## src/rtl/stream_demux_pkg.sv

```systemverilog
// Shared types and helpers for the registered 1-to-N stream demultiplexer.
package stream_demux_pkg;

    typedef enum logic [1:0] {
        IDLE   = 2'd0,
        LOCKED = 2'd1,
        DROP   = 2'd2
    } state_t;

    localparam int BUS_MAX_W   = 512;
    localparam int SLICE_MAX_W = 32;

    // Slice k of width w out of a flattened bus (zero-padded to BUS_MAX_W).
    function automatic logic [SLICE_MAX_W-1:0] bus_slice(
        input logic [BUS_MAX_W-1:0] bus,
        input int                   k,
        input int                   w
    );
        logic [BUS_MAX_W-1:0]   sh;
        logic [SLICE_MAX_W-1:0] mask;
        sh   = bus >> (k * w);
        mask = (w >= SLICE_MAX_W) ? '1 : ((SLICE_MAX_W'(1) << w) - SLICE_MAX_W'(1));
        return sh[SLICE_MAX_W-1:0] & mask;
    endfunction

endpackage

```

## src/rtl/demux_chan_reg.sv

```systemverilog
// Single-entry output register for one demux channel: a write wins over a
// drain, so a same-cycle drain+write keeps the slot full with the new beat.
module demux_chan_reg #(
    parameter int DATA_W = 8
) (
    input  logic              clk,
    input  logic              rst_n,
    input  logic              wr_en,
    input  logic [DATA_W-1:0] wr_data,
    input  logic              wr_last,
    input  logic              rd_ready,
    output logic              vld,
    output logic [DATA_W-1:0] data,
    output logic              last
);

    always_ff @(posedge clk or negedge rst_n) begin
        if (!rst_n) begin
            vld  <= 1'b0;
            data <= '0;
            last <= 1'b0;
        end else if (wr_en) begin
            vld  <= 1'b1;
            data <= wr_data;
            last <= wr_last;
        end else if (vld && rd_ready) begin
            vld  <= 1'b0;
        end
    end

endmodule

```

## src/rtl/stream_demux_1xn.sv

```systemverilog
// Registered, packet-locked 1-to-N stream demux: the head beat picks the
// channel, later beats follow it until in_last; bad heads drop the packet.
module stream_demux_1xn
    import stream_demux_pkg::*;
#(
    parameter int N_CH   = 8,
    parameter int DATA_W = 8,
    parameter int SEL_W  = $clog2(N_CH)
) (
    input  logic                     clk,
    input  logic                     rst_n,
    input  logic                     in_valid,
    output logic                     in_ready,
    input  logic [DATA_W-1:0]        in_data,
    input  logic [SEL_W-1:0]         in_sel,
    input  logic                     in_last,
    output logic [N_CH-1:0]          out_valid,
    input  logic [N_CH-1:0]          out_ready,
    output logic [N_CH*DATA_W-1:0]   out_data,
    output logic [N_CH-1:0]          out_last,
    output logic                     sel_err
);

    localparam logic [SEL_W:0] N_CH_L = (SEL_W+1)'(N_CH);

    state_t                      state, state_nxt;
    logic [SEL_W-1:0]            lock_sel, lock_nxt, tgt;
    logic                        tgt_free, head_ok, wr_go, sel_err_nxt;
    logic [N_CH-1:0]             wr_en, chan_free;
    logic [N_CH-1:0][DATA_W-1:0] chan_data;

    assign tgt     = (state == LOCKED) ? lock_sel : in_sel;
    assign head_ok = {1'b0, in_sel} < N_CH_L;

    // A target slot can take a beat when empty or being drained this cycle.
    always_comb begin
        tgt_free = 1'b0;
        for (int k = 0; k < N_CH; k++) begin
            if (tgt == SEL_W'(k)) tgt_free = chan_free[k];
        end
    end

    for (genvar k = 0; k < N_CH; k++) begin : g_chan
        assign chan_free[k] = !out_valid[k] || out_ready[k];
        assign wr_en[k]     = wr_go && (tgt == SEL_W'(k));

        demux_chan_reg #(.DATA_W(DATA_W)) u_reg (
            .clk      (clk),
            .rst_n    (rst_n),
            .wr_en    (wr_en[k]),
            .wr_data  (in_data),
            .wr_last  (in_last),
            .rd_ready (out_ready[k]),
            .vld      (out_valid[k]),
            .data     (chan_data[k]),
            .last     (out_last[k])
        );
    end

    assign out_data = chan_data;

    always_comb begin
        state_nxt   = state;
        lock_nxt    = lock_sel;
        in_ready    = 1'b0;
        wr_go       = 1'b0;
        sel_err_nxt = 1'b0;
        unique case (state)
            IDLE: begin
                in_ready = head_ok ? tgt_free : 1'b1;
                if (in_valid && in_ready) begin
                    if (head_ok) begin
                        wr_go    = 1'b1;
                        lock_nxt = in_sel;
                        if (!in_last) state_nxt = LOCKED;
                    end else begin
                        sel_err_nxt = 1'b1;
                        if (!in_last) state_nxt = DROP;
                    end
                end
            end
            LOCKED: begin
                in_ready = tgt_free;
                if (in_valid && in_ready) begin
                    wr_go = 1'b1;
                    if (in_last) state_nxt = IDLE;
                end
            end
            DROP: begin
                in_ready = 1'b1;
                if (in_valid && in_last) state_nxt = IDLE;
            end
            default: state_nxt = IDLE;
        endcase
    end

    always_ff @(posedge clk or negedge rst_n) begin
        if (!rst_n) begin
            state    <= IDLE;
            lock_sel <= '0;
            sel_err  <= 1'b0;
        end else begin
            state    <= state_nxt;
            lock_sel <= lock_nxt;
            sel_err  <= sel_err_nxt;
        end
    end

endmodule

```

## config.mk

```make
export PLATFORM = sky130hd
export DESIGN_NAME = stream_demux_1xn
export DESIGN_NICKNAME = d
export VERILOG_FILES = /design/src/rtl/stream_demux_pkg.sv /design/src/rtl/demux_chan_reg.sv /design/src/rtl/stream_demux_1xn.sv
export SDC_FILE = /design/constraint.sdc
export NUM_CORES = 1
export LEC_CHECK = 0
export CAP_MARGIN = 20
export CORE_MARGIN = 2
export CORE_UTILIZATION = 52
export DETAILED_ROUTE_END_ITERATION = 10
export GPL_ROUTABILITY_DRIVEN = 1
export PLACE_DENSITY_LB_ADDON = 0.05
export SLEW_MARGIN = 30
export SYNTH_ARGS = -nofsm -noshare
export SYNTH_HDL_FRONTEND = slang
export SYNTH_HIERARCHICAL = 1
export SYNTH_SLANG_ARGS = --single-unit
```

## constraint.sdc

```tcl
create_clock -name clk -period 6.3 [get_ports clk]
set_input_delay 1.575 -clock clk [delete_from_list [all_inputs] [get_ports clk]]
set_output_delay 1.575 -clock clk [all_outputs]
set_load 0.01 [all_outputs]
```

==> results of run 1 <==
[layer usage]
metal  share of wire  GRT usage
met4           0.011     0.0577
met1            0.47      0.297
met2            0.47      0.351
met3           0.053     0.0551
met5               0          0
[sequential cells by signal, indices dropped and copies added, names as in the netlist]
signal             count
g_chan.u_reg/last      8
state                  1
lock_sel               3
g_chan.u_reg/data     64
g_chan.u_reg/vld       8
[kinds of logic after synthesis]
kind of cell,synth area share
flops,0.540
mux,0.284
simple gates,0.0556
buf+inv,0.0482
compound gates,0.0704
other cells,0.000964
[report_power, final]
part	internal (uW)	switching (uW)
Sequential	796	168
Clock	198	203
Combinational	881	509
Total	1880	880
[worst max path at each step]
stage / end / cells after the start / start / slack [ns]
floorplan: in_ready / 6 / in_sel[0] / 1.88
global placement: in_ready / 7 / in_sel[0] / 0.79
detailed placement: in_ready / 7 / in_sel[0] / 0.70
CTS: in_ready / 7 / in_sel[0] / 0.68
global route: in_ready / 7 / in_sel[0] / 0.53
finish: in_ready / 7 / in_sel[0] / 0.68
[stage by stage]
stage | cell area [um2] | setup WS, ns | hold WS, ns | std cells | utilization
global placement | 4970 | 0.788 | 0.486 | 451 | 0.686
CTS | 5190 | 0.679 | 0.518 | 467 | 0.715
finish | 5190 | 0.678 | 0.514 | 467 | 0.715
detailed placement | 4980 | 0.698 | 0.492 | 451 | 0.686
global route | 5190 | 0.529 | 0.534 | 467 | 0.715
floorplan | 3890 | 1.88 | 0.541 | 253 | -
[cell type report]
class	instances	share of cell area
clock buffer	10	0.0265
sequential	84	0.405
clock inverter	6	0.0137
timing repair buffer	110	0.209
inverter	18	0.0130
tap	99	0.0239
multi-input combinational	140	0.308
[worst max-delay path, stage by stage]
cell and delay [ns]:
clkdlybuf4s50_1 0.45, mux2i_2 0.49, a221oi_1 0.17, or3_4 0.44
a31oi_4 0.33, inv_1 0.09, clkdlybuf4s50_1 0.49
[cell usage in the layout, fill, tap and decap left out, types with 4 or more instances in the layout]
| cell | n |
|---|---|
| or2b_2 | 4 |
| inv_1 | 17 |
| a21o_2 | 9 |
| clkbuf_8 | 10 |
| nand2_1 | 8 |
| clkdlybuf4s50_1 | 102 |
| nor2_1 | 7 |
| buf_4 | 7 |
| o32ai_1 | 4 |
| o21ai_0 | 4 |
| nand3_1 | 6 |
| dfrtp_1 | 84 |
| mux2_4 | 72 |
==> out/results.txt, run 1 <==
The number of setup violations in the final report is 0, and the arrival time reported for the critical path endpoint is 4.05 ns. The async set or reset register ratio after synthesis is 1.00, and the number of warnings issued by yosys is 6. STA puts the critical path data required time at 4.72 ns.

The repair_antennas step left the layout with diodes totalling 0. The core footprint was 7250 um2; the number of port buffers was 103. The number of global-route vias before repair was 2546.

For this run, the post-layout net count is 386. The detail route stage leaves a number of antenna-violating nets equal to 0. The TritonCTS sink count came out at 84.

The pin count of the biggest net entering global routing is 85. The worst setup path is launched from a primary input. The design draws 2760 uW. Dividing the detail-routed via count by the number of cells gives 5.16. The number of flops mapped to enable cells by yosys was 0. The category of the most critical setup path was primary input to primary output. The largest total area in the synthesized netlist belongs to dfrtp_1. For the number of optimization iterations in the first detailed-route pass, the log shows 4. The worst hold path cell count works out to 1. The worst setup path is captured at a primary output.

The wire length of the first global-routing pass is 13.9 mm. 105 I/O pins were placed. The area growth from synthesis to layout is 33.4%. The synthesized netlist cell count is 253, and the worst clock skew is 0.0107 ns. The reg2reg setup slack was 3.01 ns; the portion of the post-synthesis area used by sequential elements was 0.540. The reported max-cap violation count was 0. The footprint of the multi-input gates is 1600 um2. The power per cell area is 531 nW/um2. In this run, CTS created clock tree buffers numbering 9. Vertical die dimension: 90.5 um. The worst hold path begins at g_chan[1].u_reg/vld. The run gives 3 as the number of levels the H-tree was split into.

The count of cells along the worst register-to-register path is 7. The floorplan step set the die width to 90.5 um. The logs give 0 for the initial antenna violation count and 0 for the total global routing overflow.

Post-CTS timing repair inserted 0 buffers for setup. The layout has 535 filler cells. The tools report the effective utilization at floorplan as 0.536. After the first detailed-routing iteration, the DRC count stood at 64. The fraction of synthesized cell area taken by the top area cell type was 0.540; the HPWL reported at the end of detailed placement was 5.75 mm.

The routed length per placed instance came out at 18.3 um. The flow ran to the end, and the final reports show no timing, DRC or antenna violations. Averaged over all synthesized cells, the footprint is 15.4 um2. Final wirelength: 8.56 mm.

The dominant cell by count in the synthesized netlist is dfrtp_1. The worst-case IR drop observed on VDD is 237 uV. Cell at the root of the clock tree: clkbuf_8. The final cycle utilization of the critical path was 0.892.

The floorplan has 31 rows. The end point of the worst hold path was g_chan[1].u_reg/vld. Synthesis produced a netlist with a net count of 276. The worst register-to-register path begins at state[0]. The combined flip-flop and latch cell area was 2100 um2; the routability congestion estimate was 0.819.

The logs give 2412 for the total vias in the final route and 0.00236 uW for the leakage power total. For this run, the leading register cell type out of synthesis is dfrtp_1. The maximum number of buffers from clock root to sink is 2. The worst register-to-register path ends at g_chan[1].u_reg/data[6]. The slew at the pin with the worst max-slew slack was 0.745 ns. The clock transition at the register clock pins on the worst setup and hold paths after CTS was 0.09 ns. The fraction of final layout cells sized beyond drive strength 1 was 0.326. In this run, synthesis produced a sequential element count of 84.

Clock latency on the worst-skew pair: 0.35 ns. The clock period minus final worst setup slack is 5.62 ns. Sorting the synthesized cells by area gives the leading types as dfrtp_1 54%, mux2_4 28%, buf_6 2.9%, a21o_2 2.0%, inv_1 1.6%. The worst min-delay path category was flop to flop.

By count the netlist is led by 84 x dfrtp_1, 72 x mux2_4, 17 x inv_1. The number of different library cells in the post-synthesis netlist came out at 36. Timing would allow up to 0.178 GHz. Post-CTS repair changed the size of 0 cells. Of all nets on the critical path, the largest fanout is 12. Relative slew slack: 0.504.

The max-slew violation count is 0. TritonCTS built the clock tree. For the number of hold buffers added after cts, the log shows 0.

Setup repair after global routing left no endpoint under its margin. The total global routing track utilization is 0.218, and the total die area is 8190 um2. In the routed design, unresolved DRC markers number 0. Summed negative setup slack over all endpoints: 0 ns. Hold violation count in the final report: 0. The mapped netlist covers 3890 um2.
No activity file was read; power rests on OpenSTA's default activity.
==> inputs of run 2 (changes only) <==
- ABC_CLOCK_PERIOD_IN_PS: not set -> 6300
==> results of run 2 <==
Same layout as run 1: the final DEF is identical, and so are final timing and power.
